===== src/rtl/fetch_stall_ctrl.sv =====
// Fetch-stage PC and IF/ID register control with stall/flush handling.
// Tracks total and consecutive stall cycles and flags stalls that last too long.
module fetch_stall_ctrl #(
  parameter logic [15:0] RESET_PC  = 16'h0000,
  parameter logic [15:0] NOP_INSTR = 16'h0000,
  parameter int unsigned MAX_STALL = 15
) (
  input  logic        clk,
  input  logic        rst,
  input  logic        PCwrite,
  input  logic        Id_write,
  input  logic        ctrl_flush,
  input  logic        branch_taken,
  input  logic [15:0] branch_target,
  input  logic [15:0] instr_in,
  output logic [15:0] pc_out,
  output logic [15:0] if_id_instr,
  output logic [15:0] if_id_pc,
  output logic        if_id_valid,
  output logic        id_ex_bubble,
  output logic [1:0]  state,
  output logic [7:0]  stall_cnt,
  output logic        stall_timeout
);

  localparam int unsigned PC_W  = 16;
  localparam int unsigned CNT_W = 8;
  localparam logic [CNT_W-1:0] CNT_MAX   = '1;
  localparam logic [CNT_W-1:0] STALL_LIM = CNT_W'(MAX_STALL);

  typedef enum logic [1:0] {
    RUN   = 2'd0,
    STALL = 2'd1,
    FLUSH = 2'd2
  } state_t;

  state_t            r_state,   w_state_nxt;
  logic [PC_W-1:0]   r_pc,      w_pc_nxt;
  logic [PC_W-1:0]   r_instr,   w_instr_nxt;
  logic [PC_W-1:0]   r_ifpc,    w_ifpc_nxt;
  logic              r_valid,   w_valid_nxt;
  logic [CNT_W-1:0]  r_cnt,     w_cnt_nxt;
  logic [CNT_W-1:0]  r_consec,  w_consec_nxt;
  logic              r_timeout, w_timeout_nxt;

  logic              w_stall;
  logic [PC_W-1:0]   w_pc_inc;
  logic [CNT_W-1:0]  w_cnt_inc;
  logic [CNT_W-1:0]  w_consec_inc;

  assign w_stall      = !PCwrite || !Id_write;
  assign w_pc_inc     = r_pc + PC_W'(1);
  assign w_cnt_inc    = (r_cnt == CNT_MAX) ? CNT_MAX : r_cnt + CNT_W'(1);
  assign w_consec_inc = (r_consec == CNT_MAX) ? CNT_MAX : r_consec + CNT_W'(1);

  // Bubble request to ID/EX does not wait for any register.
  assign id_ex_bubble = ctrl_flush || branch_taken;

  // Next-state: branch redirect beats stall, stall beats normal fetch.
  always_comb begin
    w_state_nxt   = RUN;
    w_pc_nxt      = w_pc_inc;
    w_instr_nxt   = instr_in;
    w_ifpc_nxt    = w_pc_inc;
    w_valid_nxt   = 1'b1;
    w_cnt_nxt     = r_cnt;
    w_consec_nxt  = '0;
    w_timeout_nxt = r_timeout;

    if (branch_taken) begin
      w_state_nxt = FLUSH;
      w_pc_nxt    = branch_target;
      w_instr_nxt = NOP_INSTR;
      w_ifpc_nxt  = '0;
      w_valid_nxt = 1'b0;
    end else if (w_stall) begin
      w_state_nxt  = STALL;
      w_cnt_nxt    = w_cnt_inc;
      w_consec_nxt = w_consec_inc;
      if (!PCwrite) begin
        w_pc_nxt = r_pc;
      end
      if (!Id_write) begin
        w_instr_nxt = r_instr;
        w_ifpc_nxt  = r_ifpc;
        w_valid_nxt = r_valid;
      end
      if (w_consec_inc == STALL_LIM) begin
        w_timeout_nxt = 1'b1;
      end
    end
  end

  // State register with synchronous reset.
  always_ff @(posedge clk) begin
    if (rst) begin
      r_state   <= RUN;
      r_pc      <= RESET_PC;
      r_instr   <= NOP_INSTR;
      r_ifpc    <= '0;
      r_valid   <= 1'b0;
      r_cnt     <= '0;
      r_consec  <= '0;
      r_timeout <= 1'b0;
    end else begin
      r_state   <= w_state_nxt;
      r_pc      <= w_pc_nxt;
      r_instr   <= w_instr_nxt;
      r_ifpc    <= w_ifpc_nxt;
      r_valid   <= w_valid_nxt;
      r_cnt     <= w_cnt_nxt;
      r_consec  <= w_consec_nxt;
      r_timeout <= w_timeout_nxt;
    end
  end

  assign pc_out        = r_pc;
  assign if_id_instr   = r_instr;
  assign if_id_pc      = r_ifpc;
  assign if_id_valid   = r_valid;
  assign state         = r_state;
  assign stall_cnt     = r_cnt;
  assign stall_timeout = r_timeout;

endmodule


===== config.mk =====
export PLATFORM = sky130hd
export DESIGN_NAME = fetch_stall_ctrl
export DESIGN_NICKNAME = d
export VERILOG_FILES = /design/src/rtl/fetch_stall_ctrl.sv
export SDC_FILE = /design/constraint.sdc
export NUM_CORES = 1
export LEC_CHECK = 0
export BUFFER_PORTS_ARGS = -buffer_cell sky130_fd_sc_hd__buf_2
export CAP_MARGIN = 20
export CORE_MARGIN = 5
export CORE_UTILIZATION = 40
export CTS_BUF_LIST = sky130_fd_sc_hd__clkbuf_2 sky130_fd_sc_hd__clkbuf_4 sky130_fd_sc_hd__clkbuf_8
export DETAILED_ROUTE_END_ITERATION = 16
export MAX_ROUTING_LAYER = met4
export PLACE_DENSITY = 0.68
export SYNTH_ARGS = -nofsm -noshare
export SYNTH_HDL_FRONTEND = slang
export SYNTH_SLANG_ARGS = --single-unit

===== constraint.sdc =====
create_clock -name clk -period 1.96 [get_ports clk]
set_clock_uncertainty 0.05 [all_clocks]
set_input_delay 0.294 -clock clk [delete_from_list [all_inputs] [get_ports clk]]
set_output_delay 0.294 -clock clk [all_outputs]
set_load 0.05 [all_outputs]

---- Word level (Yosys, flattened, before mapping) ----
Index checks and enable logic that the tools add are counted.
operators by class
  equal/unequal tests ..................... 5
  mux-type cells .......................... 13
  multipliers ............................. 0
  shifts and indexed selects .............. 0
  order comparisons ....................... 0
  reduce and logical (&&, ||, !) cells .... 8
  add/sub/neg operators ................... 3
  bitwise gates (word level) .............. 2
  divide/modulo/power cells ............... 0
operators with widths
  operator                                             number
  two-way mux 16 bit                                   7
  adder 16 x 1 -> 16 bit, second input constant        1
  adder 8 x 1 -> 8 bit, second input constant          2
  equality test 8 bit, second input constant           2
  two-way mux 8 bit                                    2
  equality test 8 x 4 -> 1 bit, second input constant  1
  two-way mux 1 bit                                    3
  != test 3 bit, second input constant                 1
  AND reduction 3 bit                                  1
  OR reduction 3 bit                                   1
  logical NOT 1 bit                                    2
  logical OR 1 bit                                     2
  two-way mux 2 bit                                    1
  != test 2 bit, second input constant                 1
  inverter 1 bit                                       2
  AND reduction 2 bit                                  1
  OR reduction 2 bit                                   1
word-level totals
  register bits ........................... 68
  memories kept ........................... 0
  output and inout port bits .............. 61
  bits in latches ......................... 0
  bits in writable memories ............... 0
  word-level logic and storage cells ...... 40
  bits in read-only memories .............. 0

---- Depth between registers and ports, before layout ----
Gate-level depths: netlist (run 1).
  word-level depth ........................ 4
  depth in mapped cells ................... 6
  gate-level depth less buffers ........... 5

---- Least setup slack after synthesis (run 1) ----
OpenSTA, ideal clock, no wires.
  kind .................................... register to register
  start ................................... register r_pc[0] (netlist: pc_out[0])
  end ..................................... register r_pc[14] (netlist: pc_out[14])
  setup time .............................. 0.091 ns
  data required time ...................... 1.819 ns
  clock period less this slack ............ 2.231 ns
  arrival time ............................ 2.090 ns
  path slack .............................. -0.271 ns
  path buffers ............................ 1
  stages on the path, launching flop included .. 7
  cells stage by stage .................... dfxtp_1 ha_1 buf_4 nand2_1 or3_1 or3_1 a311oi_1
on the way
  longest elaborated chain between the ends .. 4
ends and longest elaborated chain
  what                        line  source
  from (decl)                 38    logic [PC_W-1:0] r_pc, w_pc_nxt;
  from (signal assigned)      107   r_pc <= w_pc_nxt;
  adder 16 x 1 -> 16 bit (*)  52    assign w_pc_inc = r_pc + PC_W'(1);
  two-way mux 16 bit          80    if (!PCwrite) begin
  two-way mux 16 bit (*)      76    end else if (w_stall) begin
  two-way mux 16 bit (*)      70    if (branch_taken) begin
Mark *: on every way between the ends. The rest lies on a longest branch, timed or not. The select of a mux whose other input is x is not followed.
A chain may end at the register's enable or synchronous reset.

---- Final worst setup path (run 1) ----
Same ends and word-level chain as after synthesis.

==> metrics.md, run 1 <==
| Metric | Value |
|---|---|
| Antenna-violating nets left | `0` |
| Startpoint-to-endpoint class of the critical path | `reg -> reg` |
| Result of the run | `complete, no violations` |
| Starting density of the core | `40.6%` |
| Actual slew at the worst max-slew pin | `between 0.5 and 0.6 ns` |
| Overall routing resource usage | `between 10% and 20%` |
| Via count | `2909` |
| Number of gates given a new drive strength after cts | `0` |
| Cell types with the highest counts after synthesis | `sky130_fd_sc_hd__dfxtp_1 (68), sky130_fd_sc_hd__nor2_1 (48), sky130_fd_sc_hd__nand2_1 (24), sky130_fd_sc_hd__a21oi_1 (22), sky130_fd_sc_hd__mux2i_1 (20)` |
| Endpoints failing setup | `0` |
| Overall power of the completed layout | `around 3.3 mW` |
| Final global-route overflow total | `0` |
| Remaining DRCs | `0` |
| Total wire length | `about 8.0 mm` |
| I/O pin total | `99` |
| Width of the die | `between 90 and 100 microns` |
| Gate Count Post-Synth | `approximately 360` |
| Delay contributed by the slowest stage of the critical path | `roughly 0.39 ns` |
| Total of max-cap violations | `0` |
| Share of final-layout standard cells stronger than drive strength 1 | `30.4%` |
| Critical path endpoint category | `flop` |
| Number of nets in the layout | `a little under 500` |
| Initial antenna violation count | `0` |
| Count of final max-slew check failures | `0` |
| Final cycle utilization of the critical path | `84.7%` |
| Post-synthesis instance area | `0.00310 sq mm` |
| Die Span Y | `98.1 microns` |
| Flip-flop and latch count after synthesis | `68` |
| Quantity of hold-fixing buffers added after cts | `0` |
| WP data arrival | `between 1.5 and 2 ns` |
| CTS clock-pin slew for the worst setup and hold paths | `roughly 0.080 ns` |
| P_leak | `between 1.5 and 2 nW` |
| Wire length of the first global-routing pass | `13.2 mm` |
| Clock sink count | `68` |
| Worst-skew pair later-pin latency | `roughly 0.34 ns` |
| Core area | `0.00765 sq mm` |
| Sequential fraction of the synthesis area | `between 40% and 50%` |
| Post-detailed-route via-to-cell ratio | `~5.2` |
| CP dominant cell by count | `sky130_fd_sc_hd__or3_1` |
| Dominant synthesized flop cell | `sky130_fd_sc_hd__dfxtp_1` |
| Dpl hpwl | `5.87 mm` |
| Biggest area contributors in the synthesized netlist | `sky130_fd_sc_hd__dfxtp_1 (44%), sky130_fd_sc_hd__mux2i_1 (6.5%), sky130_fd_sc_hd__nor2_1 (5.8%)` |
| Synthesis Warnings | `0` |
| Worst-case headroom to the max-slew limit | `between 60% and 70%` |
| Number of synthesized flops with an enable pin | `0` |
| Mean area per synthesized cell | `a little under 9 sq um` |
| Pin count of the biggest net entering global routing | `36` |
| Final total negative setup slack | `0 ns` |
| Area of the die | `roughly 0.0096 sq mm` |
| Average wire length per cell after detail routing | `~14 microns` |
| I/O Buffers | `98` |
| Via count of the first global-routing pass | `approximately 2700` |
| Cell with the most instances after synthesis | `sky130_fd_sc_hd__dfxtp_1` |
| Fmax | `602 MHz` |
| Cells along the critical path | `ha_1 -> nand2_1 -> or3_1 -> or3_1 -> a311oi_1` |
| CTS tree | `done` |
| Cts bufs inserted | `9` |
| Clock tree root buffer cell | `sky130_fd_sc_hd__clkbuf_8` |
| Launching element type of the critical path | `flop` |
| Buffers from clock root to sink, at most | `2` |
| Diode insertion count for antenna repair | `0` |
| Worst Path Required | `2.17 ns` |
| Post-synth net total | `398` |
| Distinct cell type count after synthesis | `40` |
| Setup Buffers After CTS | `0` |
| Power Density | `~830 mW/mm^2` |
| Deepest level of the CTS H-tree | `3` |
| Worst hold margin | `roughly 0.13 ns` |
| Number of iterations in the first detailed-routing pass | `4` |
| Final Critical Period | `about 1.7 ns` |
| Endpoints failing hold | `0` |
| Std cell rows | `32` |
| Area share of the leading cell type in the synthesized netlist | `a little over two fifths` |
| Area Growth Syn to Fin | `27.6%` |
| Maximum ir drop on the vdd rail | `approximately 440 uV` |
| Worst-path cell with the longest stage delay | `sky130_fd_sc_hd__dfxtp_4` |
| Unrepaired setup endpoints after global routing | `no` |
| Largest area contributor in the synthesized netlist | `sky130_fd_sc_hd__dfxtp_1` |
| Classification of the worst-slack hold path | `in -> reg` |
| Fraction of synthesis flops using an asynchronous set or reset pin | `0%` |
| Critical path fanouts, max | `8` |
| Routability congestion estimate | `0.869` |
| Detailed Route Iter0 Violations | `131` |
through the flow:
step                      utilization (%)  worst slack (ns)  instance area (sq um)  std cells
after CTS                            51.7             0.299                   3960        563
after global placement               48.8             0.329                   3730        547
final                                51.7             0.299                   3960        563
after detailed placement             48.8             0.310                   3730        547
after floorplan                         -            0.0274                   3120        357
after global routing                 51.7            0.0262                   3960        563
critical path: cells and delay by family, from the launching register on:
family | cells | cell delay [ns]
simple gates | 3 | 0.74
flops | 1 | 0.39
compound gates | 1 | 0.23
fa+ha+maj | 1 | 0.17
registers in the layout, summed over array words and instances, names as in the netlist:
register,flops
if_id_instr,16
if_id_pc,16
if_id_valid,1
pc_out,16
r_consec,8
stall_cnt,8
stall_timeout,1
state,2
cells by family after synthesis:
kind of cell,Yosys count,synth area share (%)
flip-flops,68,43.9
buffers and inverters,33,4.56
AND/OR/NAND/NOR,136,22.1
adder cells (fa/ha/maj),3,1.21
multiplexers,20,6.45
XOR/XNOR,28,7.91
AO/OA/AOI/OAI,69,13.9
final cells by class:
| cell class | instances | area, sq um |
|---|---|---|
| Timing Repair Buffer | 112 | 596 |
| Sequential cell | 68 | 1380 |
| Clock inverter | 7 | 101 |
| Fill cell | 768 | 3690 |
| Clock buffer | 9 | 124 |
| Multi-Input combinational cell | 256 | 1600 |
| Inverter | 9 | 33.8 |
| Tap cell | 102 | 128 |
worst paths after layout:
| kind | from | endpoint | slack (ns) | cells after the start |
|---|---|---|---|---|
| worst max-delay path | pc_out[0] | pc_out[14] | 0.30 | 5 |
| worst min-delay path | instr_in[2] | if_id_instr[2] | 0.13 | 3 |
| worst max register to register | pc_out[0] | pc_out[14] | 0.30 | 5 |
| worst min register to register | stall_timeout | stall_timeout | 0.43 | 2 |
routing by layer:
| metal | vias to the layer above | GRT usage (%) | part of all wire [%] |
|---|---|---|---|
| met5 | - | - | 0 |
| met4 | 0 | 4.79 | 0.99 |
| met3 | 8 | 6.00 | 6.6 |
| met2 | 96 | 25.5 | 45 |
| met1 | 1341 | 22.4 | 47 |
| li1 | 1464 | - | - |
layout by cell type, fill, tap and decap left out, drive strengths merged, types with 2 or more instances in the layout:
cell type / synthesis / routed
clkinvlp: 0 / 2
nor3: 5 / 5
and4: 4 / 4
dfxtp: 68 / 68
a211oi: 13 / 13
nor2: 48 / 48
buf: 10 / 112
mux2i: 20 / 20
o21ai: 14 / 14
nand2: 24 / 24
nand3: 12 / 12
a21oi: 22 / 22
a311oi: 4 / 4
bufinv: 0 / 2
and2: 3 / 3
ha: 3 / 3
nor2b: 2 / 2
inv: 9 / 9
xnor2: 15 / 15
and3: 9 / 9
or2: 2 / 2
clkbuf: 14 / 9
a31oi: 7 / 7
or3: 6 / 6
nand4: 11 / 11
nor4: 5 / 5
a41oi: 2 / 2
xor2: 13 / 13
clkinv: 0 / 3
nand2b: 2 / 2
where the power goes:
| part | internal [mW] | switching (mW) |
|---|---|---|
| combinational | 0.151 | 0.349 |
| clock | 0.722 | 0.566 |
| sequential | 1.44 | 0.0568 |
| total | 2.31 | 0.972 |
No activity file was read; power rests on OpenSTA's default activity.
==> run 2: changes to the inputs <==
==> constraint.sdc (replaced) <==
create_clock -name clk -period 1.5 [get_ports clk]
set_clock_uncertainty 0.05 [all_clocks]
set_input_delay 0.225 -clock clk [delete_from_list [all_inputs] [get_ports clk]]
set_output_delay 0.225 -clock clk [all_outputs]
set_load 0.05 [all_outputs]
==> run 2 against run 1 <==
  * First-iteration DRC count down 32%
  * Cell count rose by 6.6%
  * Total power grew 28%
  * Highest routed layer unchanged
  * Largest power group unchanged
  * Worst hold slack got worse by 0.068 ns
  * Largest cell class unchanged
  * The flow now finishes with violations (negative setup slack)
  * Register-to-register slack worse by 0.36 ns
  * Critical endpoint is now stall_timeout
  * Core utilization is 5.9 points higher
  * Flip-flop and latch count unchanged
  * Routed wire length up 6.9%
  * Maximum frequency up 6.6%
  * Non-clock buffer count up 37
  * Global-route usage is 1.2 points higher
==> metrics.md, run 2 (synthesis gave the netlist of run 1 again) <==
| Metric | Value |
|---|---|
| Overall power of the completed layout | `4.21 mW (+28%)` |
| Via count | `3013 (+3.6%)` |
| Unrepaired setup endpoints after global routing | `yes` |
| Total of fill cells in the finished design | `688 (-10%)` |
| Endpoints failing setup | `2 (+2)` |
| Worst-skew pair later-pin latency | `0.35 ns (about the same)` |
| Area used by sequential logic in the layout | `0.00142 sq mm (+3.0%)` |
| Maximum ir drop on the vdd rail | `513 uV (+16%)` |
| Critical path fanouts, max | `2 (-6)` |
| CTS tree | `done` |
| Design area | `0.00441 sq mm (+11%)` |
| Routability congestion estimate | `0.861 (-0.84%)` |
| Area after detailed placement | `0.00410 sq mm (+9.8%)` |
| Critical R2R Capture | `stall_timeout` |
| Total of max-cap violations | `0 (unchanged)` |
| Die Span Y | `98.1 microns (unchanged)` |
| Antenna-violating nets left | `0 (unchanged)` |
| I/O Buffers | `98 (unchanged)` |
| Final WS setup | `-0.0588 ns (-0.358 ns)` |
| Startpoint-to-endpoint class of the critical path | `reg -> reg` |
| Post-detailed-route via-to-cell ratio | `5.02 (-2.8%)` |
| Endpoints failing hold | `0 (unchanged)` |
| Most frequent cells in the layout | `sky130_fd_sc_hd__buf_2 (98), sky130_fd_sc_hd__buf_4 (50), sky130_fd_sc_hd__nor2_1 (48), sky130_fd_sc_hd__dfxtp_1 (48)` |
| Worst setup path endpoint | `stall_timeout` |
| Average wire length per cell after detail routing | `14.2 microns (+0.30%)` |
| Classification of the worst-slack hold path | `in -> reg` |
| Launching element type of the critical path | `flop` |
| Final total negative setup slack | `-0.0968 ns (-0.0968 ns)` |
| Number of nets in the layout | `534 (+7.4%)` |
| Result of the run | `finished with violations` |
| Failing checks | `negative setup slack` |
| Number of standard cells in the layout, taps in and fillers out | `600 (+6.6%)` |
| Area Growth Syn to Fin | `42.2%` |
| R2r worst-path depth | `4 (-1)` |
| Remaining DRCs | `0 (unchanged)` |
| Std cell rows | `32 (unchanged)` |
| Cts bufs inserted | `9 (unchanged)` |
| Actual slew at the worst max-slew pin | `0.340 ns (-0.186 ns)` |
| Starting density of the core | `40.6% (unchanged)` |
| Core area | `0.00765 sq mm (unchanged)` |
| CTS clock-pin slew for the worst setup and hold paths | `0.08 ns (about the same)` |
| Overall routing resource usage | `18.5% (+1.2 points)` |
| Buffers from clock root to sink, at most | `2 (unchanged)` |
| Via count of the first global-routing pass | `2965 (+10%)` |
| Initial antenna violation count | `0 (unchanged)` |
| Number of iterations in the first detailed-routing pass | `4 (unchanged)` |
| Worst-case headroom to the max-slew limit | `77.3% (+12 points)` |
| Diode insertion count for antenna repair | `0 (unchanged)` |
| Fmax | `642 MHz (+6.6%)` |
| Dpl hpwl | `6.50 mm (+11%)` |
| Area of the multi-input gates | `0.00176 sq mm (+9.9%)` |
| Critical hold path startpoint | `instr_in[0]` |
| Final Critical Period | `1.56 ns (-0.102 ns)` |
| Total wire length | `8.50 mm (+6.9%)` |
| Wire length of the first global-routing pass | `14.2 mm (+7.6%)` |
| Pin count of the biggest net entering global routing | `25 (-31%)` |
| P_leak | `2.04 nW (+16%)` |
| Detailed Route Iter0 Violations | `89 (-32%)` |
| Critical path endpoint category | `flop` |
| Register-to-register setup slack | `-0.06 ns (-0.36 ns)` |
| Timing startpoint of the critical path | `r_consec[0]` |
| Area of the die | `0.00962 sq mm (unchanged)` |
| Worst Path Required | `1.70 ns (-0.47 ns)` |
| WP data arrival | `1.76 ns (-0.11 ns)` |
| Final global-route overflow total | `0 (unchanged)` |
| Deepest level of the CTS H-tree | `3 (unchanged)` |
| I/O pin total | `99 (unchanged)` |
| Clock tree root buffer cell | `sky130_fd_sc_hd__clkbuf_8` |
| Width of the die | `98.1 microns (unchanged)` |
| Share of final-layout standard cells stronger than drive strength 1 | `41.6% (+11 points)` |
| Count of final max-slew check failures | `0 (unchanged)` |
| Clock sink count | `68 (unchanged)` |
| Power Density | `954 mW/mm^2 (+15%)` |
| Number of placed cells counting well taps | `580 (+6.0%)` |
| Leading cell type in the layout, fill and taps excluded | `sky130_fd_sc_hd__buf_2` |
| Final cycle utilization of the critical path | `104% (+19 points)` |
| Launch point of the worst reg-to-reg path | `r_consec[0]` |
[run 2: cell types whose count changed in the layout (fill, tap and decap cells not counted), sizes merged]
cell | previous run | this run
clkinvlp | 2 | 0
bufinv | 2 | 1
buf | 112 | 149
inv | 9 | 12
[run 2: cell type report]
type                            instances  area share (%)
Clock inverter                          7            1.67
Clock buffer                            9            2.81
Sequential cell                        68            32.1
Inverter                                9           0.766
Tap cell                              102            2.89
Multi-Input combinational cell        256            39.8
Timing Repair Buffer                  149            19.9
[run 2: worst max-delay path, stage by stage, from the launching register on]
cell and delay, ns:
sky130_fd_sc_hd__dfxtp_2 0.34, sky130_fd_sc_hd__ha_4 0.26, sky130_fd_sc_hd__inv_2 0.03, sky130_fd_sc_hd__or4_4 0.47
sky130_fd_sc_hd__o41ai_2 0.32
[run 2: stage by stage]
stage	hold WS, ns	utilization (%)	setup WS, ns
after global placement	0.404	53.6	-0.0389
after CTS	0.0523	56.6	-0.0792
after global routing	0.0632	57.7	-0.0971
after detailed placement	0.419	53.6	-0.0969
after floorplan	0.309	-	-0.292
final	0.0609	57.7	-0.0588
[run 2: how the worst min path moves through the flow]
stage                            to  cells past startpoint  slack [ns]
floorplan                 pc_out[0]                      2        0.31
global placement        if_id_valid                      2        0.40
detailed placement      if_id_valid                      2        0.42
CTS                  if_id_instr[4]                      3        0.05
global route        if_id_instr[12]                      3        0.06
finish               if_id_instr[0]                      3        0.06
[run 2: repair_timing]
| action | 4_1_cts | 5_1_grt |
|---|---|---|
| hold buffers | 0 | 0 |
| gates resized for setup | 6 | 12 |
| buffers inserted | 1 | 3 |
| pin swaps | 7 | 11 |
| setup endpoints to repair | 9 | 13 |
[run 2: routing by layer]
metal | global-route usage (%) | vias to the layer above | part of all wire (%)
li1 | - | 1539 | -
met1 | 23.7 | 1393 | 46
met2 | 28.7 | 70 | 48
met3 | 4.07 | 11 | 4.2
met4 | 6.39 | 0 | 1.5
met5 | - | - | 0
[run 2: report_power, final]
part / leakage [nW] / switching (mW) / total [mW] / internal, mW
sequential: 0.567 / 0.0572 / 1.93 / 1.87
clock: 0.104 / 0.739 / 1.52 / 0.778
combinational: 1.37 / 0.501 / 0.760 / 0.259
